<file path="config.mk">
export PLATFORM = sky130hd
export DESIGN_NAME = regfile_fwd
export DESIGN_NICKNAME = d
export VERILOG_FILES = /design/src/rtl/regfile_fwd.sv
export SDC_FILE = /design/constraint.sdc
export NUM_CORES = 2
export LEC_CHECK = 0
export BUFFER_PORTS_ARGS = -buffer_cell sky130_fd_sc_hd__buf_2
export CORE_MARGIN = 3
export CORE_UTILIZATION = 27
export DETAILED_ROUTE_END_ITERATION = 10
export MAX_ROUTING_LAYER = met4
export PLACE_DENSITY = 0.51
export SLEW_MARGIN = 20
export SYNTH_ARGS = -nofsm -noshare
export SYNTH_HDL_FRONTEND = slang
export SYNTH_SLANG_ARGS = --single-unit
</file>
<file path="constraint.sdc">
create_clock -name clk -period 6.4 [get_ports clk]
set_input_delay 1.28 -clock clk [delete_from_list [all_inputs] [get_ports clk]]
set_output_delay 1.28 -clock clk [all_outputs]
set_load 0.005 [all_outputs]
</file>
<file path="src/rtl/regfile_fwd.sv">
// regfile_fwd: RV32I architectural register file (x0..x31).
//   - One execute-stage write port, two combinational decode read ports.
//   - Same-cycle write-to-read bypass on both read ports.
//   - Retired-write counter (commits to x1..x31 only).
//   - Optional debug read/write port, enabled by defining REGFILE_DEBUG_EN.
module regfile_fwd #(
    parameter int unsigned REG_NUM = 32,
    parameter int unsigned XLEN    = 32,
    parameter int unsigned CNT_W   = 32
) (
    input  logic             clk,
    input  logic             rst,
    input  logic [4:0]       wr_addr_i,
    input  logic [XLEN-1:0]  wr_data_i,
    input  logic             wr_en_i,
    input  logic [4:0]       rs1_addr_i,
    input  logic [4:0]       rs2_addr_i,
    output logic [XLEN-1:0]  rs1_data_o,
    output logic [XLEN-1:0]  rs2_data_o,
`ifdef REGFILE_DEBUG_EN
    input  logic [4:0]       dbg_addr_i,
    input  logic             dbg_wen_i,
    input  logic [XLEN-1:0]  dbg_wdata_i,
    output logic [XLEN-1:0]  dbg_rdata_o,
    output logic             dbg_collide_o,
`endif
    output logic [CNT_W-1:0] wr_cnt_o
);

    // Register bank; entry 0 is never written and is masked on read.
    logic [XLEN-1:0] regs [REG_NUM];

    logic exe_commit;

    // True when the address names a real, writable register (not x0).
    function automatic logic addr_writable(input logic [4:0] addr);
        return (addr != 5'd0) && (32'(addr) < REG_NUM);
    endfunction

    // Read mux shared by all read ports: x0 and out-of-range read 0,
    // a matching execute write is forwarded, otherwise the stored value.
    function automatic logic [XLEN-1:0] read_mux(
        input logic [4:0]      addr,
        input logic            fwd_valid,
        input logic [4:0]      fwd_addr,
        input logic [XLEN-1:0] fwd_data,
        input logic [XLEN-1:0] stored
    );
        if (!addr_writable(addr)) begin
            return '0;
        end else if (fwd_valid && (fwd_addr == addr)) begin
            return fwd_data;
        end else begin
            return stored;
        end
    endfunction

    // Execute-stage write qualifies only outside reset and away from x0.
    always_comb begin
        exe_commit = !rst && wr_en_i && addr_writable(wr_addr_i);
    end

`ifdef REGFILE_DEBUG_EN
    logic dbg_commit;
    logic dbg_hit_exe;

    // Debug write loses to an execute write aimed at the same register.
    always_comb begin
        dbg_hit_exe   = exe_commit && dbg_wen_i && (dbg_addr_i == wr_addr_i);
        dbg_commit    = !rst && dbg_wen_i && addr_writable(dbg_addr_i) && !dbg_hit_exe;
        dbg_collide_o = dbg_hit_exe;
    end

    // Debug read sees the execute-port bypass but never its own write data.
    always_comb begin
        if (rst) begin
            dbg_rdata_o = '0;
        end else begin
            dbg_rdata_o = read_mux(dbg_addr_i, exe_commit, wr_addr_i, wr_data_i,
                                   regs[dbg_addr_i]);
        end
    end
`endif

    // Register bank update: reset clears every entry and drops pending writes.
    always_ff @(posedge clk) begin
        if (rst) begin
            for (int unsigned i = 0; i < REG_NUM; i++) begin
                regs[i] <= '0;
            end
        end else begin
`ifdef REGFILE_DEBUG_EN
            if (dbg_commit) begin
                regs[dbg_addr_i] <= dbg_wdata_i;
            end
`endif
            if (exe_commit) begin
                regs[wr_addr_i] <= wr_data_i;
            end
        end
    end

    // Retired-write counter: execute commits only, wraps silently.
    always_ff @(posedge clk) begin
        if (rst) begin
            wr_cnt_o <= '0;
        end else if (exe_commit) begin
            wr_cnt_o <= wr_cnt_o + 1'b1;
        end
    end

    // Decode read ports with independent same-cycle bypass; held at 0 in reset.
    always_comb begin
        if (rst) begin
            rs1_data_o = '0;
            rs2_data_o = '0;
        end else begin
            rs1_data_o = read_mux(rs1_addr_i, exe_commit, wr_addr_i, wr_data_i,
                                  regs[rs1_addr_i]);
            rs2_data_o = read_mux(rs2_addr_i, exe_commit, wr_addr_i, wr_data_i,
                                  regs[rs2_addr_i]);
        end
    end

endmodule

</file>
* Word level (Yosys, flattened, before mapping)
Memories as Yosys holds them, arrays and structs flattened.
Index checks and enable logic that the tools add are counted.
** Word-level totals
- Register bits :: 32
- Latch bits :: 0
- RAM bits :: 1024
- Bits in read-only memories :: 0
- Input port bits :: 50
- Output and inout bits :: 96
- Logic and storage cells :: 28
- Memories kept :: 1
** Memory list
- regs :: words 32, bits a word 32, read ports 2, clocked after memory_dff 0, write ports 32, RTL line 31 : logic [XLEN-1:0] regs [REG_NUM];
** Operators by class
- Add/subtract/negate cells :: 1
- $mul :: 0
- Divide/modulo/power cells :: 0
- Magnitude comparators :: 0
- Equality and inequality tests :: 2
- Shift-type cells :: 0
- Multiplexer cells :: 14
- Bitwise operators :: 0
- Reduce and logical (&&, ||, !) cells :: 9
** Operators by type and width (count)
- two-way mux 32 bit :: 7
- adder 32 x 1 -> 32 bit (second input constant) :: 1
- OR reduction 32 bit :: 1
- nonzero test 5 bit :: 3
- == test 5 bit :: 2
- two-way mux 1 bit :: 6
- two-way mux 5 bit :: 1
- logical AND 1 bit :: 4
- zero test 1 bit :: 1

* Longest topological paths before layout
- Depth after elaboration :: 8
- Depth in mapped cells :: 9
- Mapped depth without buffers :: 5

* Least setup slack after synthesis
Ideal clock, no wire load.
- Path kind :: input to register
- Start :: input rst
- End :: memory regs[10][0], enable pin
- Library setup time :: 466 ps
- Arrival time :: 4347 ps
- Data required time :: 5934 ps
- Path slack :: 1588 ps
- Stages :: 4
- Path buffers :: 0
- Cells stage by stage :: and2b_1 > nor2b_1 > nand3b_1 > o21ai_0
** RTL lines
- start, declared :: RTL line 12 : input logic rst,
- end, declared :: RTL line 31

* Worst setup path after layout
- Start :: input rs2_addr_i[1]
- End :: output rs2_data_o[10]
** Between the ends
- Longest elaborated chain between the ends :: 5
- Elaborated cells between the ends (all ways) :: 7
- Those cells by class :: 1 x eq/ne; 3 x mux; 2 x reduce/logical; 1 x memory
** Ends and longest elaborated chain
- start, declared :: RTL line 17 : input logic [4:0] rs2_addr_i,
- parallel branches: the longest is 3 deep, another holds memory (32 x 32 bit)
- two-way mux 32 bit * :: RTL line 49 : if (!addr_writable(addr)) begin
- two-way mux 32 bit * :: RTL line 114 : if (rst) begin
- end, declared :: RTL line 19 : output logic [XLEN-1:0] rs2_data_o,
Every way passes the cells marked *.

==> impl_metrics.sql <==
INSERT INTO impl_metrics (metric_group, metric, value, unit) VALUES
('power_and_ir_drop', 'combinationalPowerShare', '12.3', '%'),
('worst_setup_path', 'critical_path.max_fanout', '46', ''),
('global_route', 'initial_antenna_violation_count', '14', ''),
('yosys', 'synth_edf_count', '1024', ''),
('route', 'detail_route.iter0.violations', '4167', ''),
('timing', 'worstMarginPinSlew', '1.136', 'ns'),
('yosys', 'async_flop_share', '0', '%'),
('yosys', 'yosys_most_used_dff', 'sky130_fd_sc_hd__edfxtp_1', ''),
('global_route', 'grt_max_degree', '75', ''),
('worst_setup_path', 'reg2reg_depth', '5', ''),
('power_and_ir_drop', 'clock_power_share', '39.4', '%'),
('cells_and_area', 'total_nets_final', '4034', ''),
('yosys', 'synth_cell_type_count', '54', ''),
('cells_and_area', 'instances_no_fill', '6855', ''),
('route', 'drt_first_pass_iters', '5', ''),
('worst_setup_path', 'worst_path_slowest_cell', 'sky130_fd_sc_hd__o21ai_0', ''),
('power_and_ir_drop', 'power-per-cell-area', '260.4', 'nW/um^2'),
('cts', 'cts.path.max_buffers', '3', ''),
('cts', 'clockRootBuffer', 'sky130_fd_sc_hd__clkbuf_16', ''),
('status', 'outcome', 'finished, final reports clean', ''),
('timing', 'hold_viol_final', '0', ''),
('place', 'post-place-cells', '6641', ''),
('worst_setup_path', 'crit_chain', 'buf_6 > nand2b_1 > o221ai_1 > a21oi_1 > o21ai_0 > a221o_1 > buf_2', ''),
('yosys', 'postSynthAreaPerCell', '14.18', 'um^2'),
('yosys', 'synth.ff_latch_count', '1056', ''),
('global_route', 'grt_pass1_wl', '292700', 'um'),
('yosys', 'sequential_cell_area_fraction_in_the_yosys_report', '55.86', '%'),
('die', 'initial_core_util', '27.30', '%'),
('cells_and_area', 'layout-area-overhead-vs-synth', '14.96', '%'),
('timing', 'timing.slew.headroom', '24.11', '%'),
('timing', 'fmax', '176.4', 'MHz'),
('cts', 'cts_h_tree_lvls', '3', ''),
('cts', 'tritoncts.num_buffers', '110', ''),
('hold_path', 'worst_hold_path_type', 'reg -> reg', ''),
('yosys', 'mappedNetlistArea', '56190', 'um^2'),
('hold_path', 'min-delay-start', 'wr_cnt_o[31]$_SDFFE_PP0P_', ''),
('route', 'drc', '0', ''),
('cells_and_area', 'layout_commonest_cell', 'sky130_fd_sc_hd__edfxtp_1', ''),
('yosys', 'synth.yosys.warnings', '0', ''),
('timing', 'min_period', '5.670', 'ns'),
('cts', 'cts_sinks', '1056', ''),
('place', 'place.gp.congestion', '0.8653', ''),
('timing', 'final-max-slew-violation-count', '0', ''),
('route', 'vias', '36718', ''),
('power_and_ir_drop', 'worst_ir_drop_vdd', '217.1', 'uV'),
('worst_setup_path', 'arrival_worst_endpoint', '4.39', 'ns'),
('power_and_ir_drop', 'power_switching_share', '25.72', '%'),
('worst_setup_path', 'worst_r2r_startpoint', 'wr_cnt_o[4]$_SDFFE_PP0P_', ''),
('die', 'rows', '166', ''),
('route', 'finalWirelength', '210000', 'um'),
('timing', 'final_setup_tns', '0', 'ns'),
('route', 'wl_per_cell', '30.64', 'um'),
('die', 'core_area', '205800', 'um^2'),
('die', 'floorplan_die_area', '213600', 'um^2'),
('job', 'max_cap_viol_count', '0', ''),
('cts', 'cts-hold-fix-buffers', '0', ''),
('cells_and_area', 'layout.filler_cells', '20163', ''),
('worst_setup_path', 'critical_path.reg2reg.endpoint', 'wr_cnt_o[31]$_SDFFE_PP0P_', ''),
('cts', 'tritoncts', 'built', ''),
('power_and_ir_drop', 'power_switching', '4.327', 'mW'),
('timing', 'clock_skew', '0.009539', 'ns'),
('cells_and_area', 'mostFrequentLayoutCells', '1024 x sky130_fd_sc_hd__edfxtp_1, 996 x sky130_fd_sc_hd__and2_1, 382 x sky130_fd_sc_hd__mux4_2, 260 x sky130_fd_sc_hd__mux2i_1, 138 x sky130_fd_sc_hd__buf_2', ''),
('power_and_ir_drop', 'pwr-share-seq', '48.3', '%'),
('place', 'detailed_place_hpwl', '128600', 'um'),
('die', 'num_io_pins', '146', ''),
('global_route', 'globalRoute.totalOverflow', '0', ''),
('hold_path', 'hold-path-cell-count', '2', ''),
('timing', 'number_of_setup_violations_in_the_final_report', '0', ''),
('cts', 'ctsResizeCount', '0', ''),
('timing', 'final.period_utilization', '88.60', '%'),
('cts', 'clk_pin_slew_worst_paths', '0.07', 'ns');
[power by group through the flow]
stage / Combinational, mW / Clock, mW / Sequential, mW
final: 2.06 / 6.63 / 8.13
after global routing: 2.15 / 6.96 / 8.17
after CTS: 2.06 / 6.72 / 8.13
after detailed placement: 2.06 / 0 / 8.27
after global placement: 2.05 / 0 / 8.25
after floorplan: 1.20 / 0 / 8.22
[metrics by stage]
stage	hold WS, ns	util [%]	setup slack [ns]	area, um^2	power [mW]
2_1_floorplan	0.4682	-	1.588	56310	9.425
3_3_place_gp	0.4685	29.55	0.7138	60830	10.30
3_5_place_dp	0.4840	29.59	0.7632	60900	10.33
4_1_cts	0.4979	31.35	0.7582	64520	16.91
5_1_grt	0.5262	31.38	0.7136	64590	17.28
6_report	0.5034	31.38	0.7297	64600	16.82
[worst max-delay path by stage]
stage                  startpoint                   endpoint  slack [ns]  cells after the start
floorplan                     rst  regs[10][0]$_SDFFCE_PN0P_        1.59                      4
global placement    rs2_addr_i[1]             rs2_data_o[10]        0.71                      7
detailed placement  rs2_addr_i[1]             rs2_data_o[10]        0.76                      7
CTS                 rs2_addr_i[1]             rs2_data_o[10]        0.76                      7
global route        rs2_addr_i[1]             rs2_data_o[25]        0.71                      7
finish              rs2_addr_i[1]             rs2_data_o[10]        0.73                      7
[flip-flops by register name, indices dropped and copies added (netlist names)]
signal	flops
wr_cnt_o	32
regs	1024
[cell usage after synthesis (14+ instances only)]
library cell | n | area (um^2)
sky130_fd_sc_hd__nand3_1 | 19 | 95.09
sky130_fd_sc_hd__nor2_1 | 59 | 221.5
sky130_fd_sc_hd__o21ai_0 | 57 | 285.3
sky130_fd_sc_hd__xnor2_1 | 25 | 219.0
sky130_fd_sc_hd__dfxtp_1 | 32 | 640.6
sky130_fd_sc_hd__mux2i_1 | 260 | 2603
sky130_fd_sc_hd__a22oi_1 | 132 | 991.0
sky130_fd_sc_hd__a221o_1 | 58 | 580.6
sky130_fd_sc_hd__edfxtp_1 | 1024 | 30750
sky130_fd_sc_hd__nand3b_1 | 14 | 105.1
sky130_fd_sc_hd__buf_1 | 31 | 116.4
sky130_fd_sc_hd__clkbuf_1 | 290 | 1089
sky130_fd_sc_hd__nand2_1 | 73 | 274.0
sky130_fd_sc_hd__a21oi_1 | 104 | 520.5
sky130_fd_sc_hd__o221ai_1 | 120 | 1051
sky130_fd_sc_hd__mux4_2 | 382 | 8603
sky130_fd_sc_hd__buf_2 | 85 | 425.4
sky130_fd_sc_hd__and2_1 | 997 | 6237
sky130_fd_sc_hd__o22ai_1 | 50 | 312.8
sky130_fd_sc_hd__nor3_1 | 34 | 170.2
[cell families (layout without fill, tap and decap cells)]
kind of cell	after synthesis	in the layout	share of synthesized area [%]
other	1	41	0.006674
XOR/XNOR	28	28	0.4364
flip-flops	1056	1056	55.86
AND/OR/NAND/NOR	1252	1252	13.31
adder cells (fa/ha/maj)	1	1	0.02226
buffers and inverters	428	509	3.131
multiplexers	642	642	19.94
AO/OA/AOI/OAI	554	554	7.286
[metal layers]
metal	part of all wire (%)	up-vias	routed length, um	track usage (%)
met5	0	-	0	-
met4	4.8	0	10100	9.074
met1	38	19342	79630	23.58
met2	51	1613	106800	33.81
met3	6.4	396	13460	2.543
li1	-	15367	-	-
[final cells by class]
| cell class | count | area [um^2] | share of cell area, % |
|---|---|---|---|
| well taps | 2772 | 3468 | 5.369 |
| flip-flops and latches | 1056 | 31390 | 48.59 |
| clock inverters | 74 | 690.7 | 1.069 |
| multi-input cells | 2509 | 23840 | 36.90 |
| inverters | 10 | 37.54 | 0.05811 |
| repair buffers | 296 | 2220 | 3.436 |
| clock buffers | 129 | 2929 | 4.534 |
| diodes | 9 | 22.52 | 0.03487 |
[worst max-delay path, delay by kind of cell]
kind	cells	cell delay, ns
simple gates	1	0.63
compound gates	4	1.69
buf+inv	2	0.64
(Power assumes the default switching activity.)
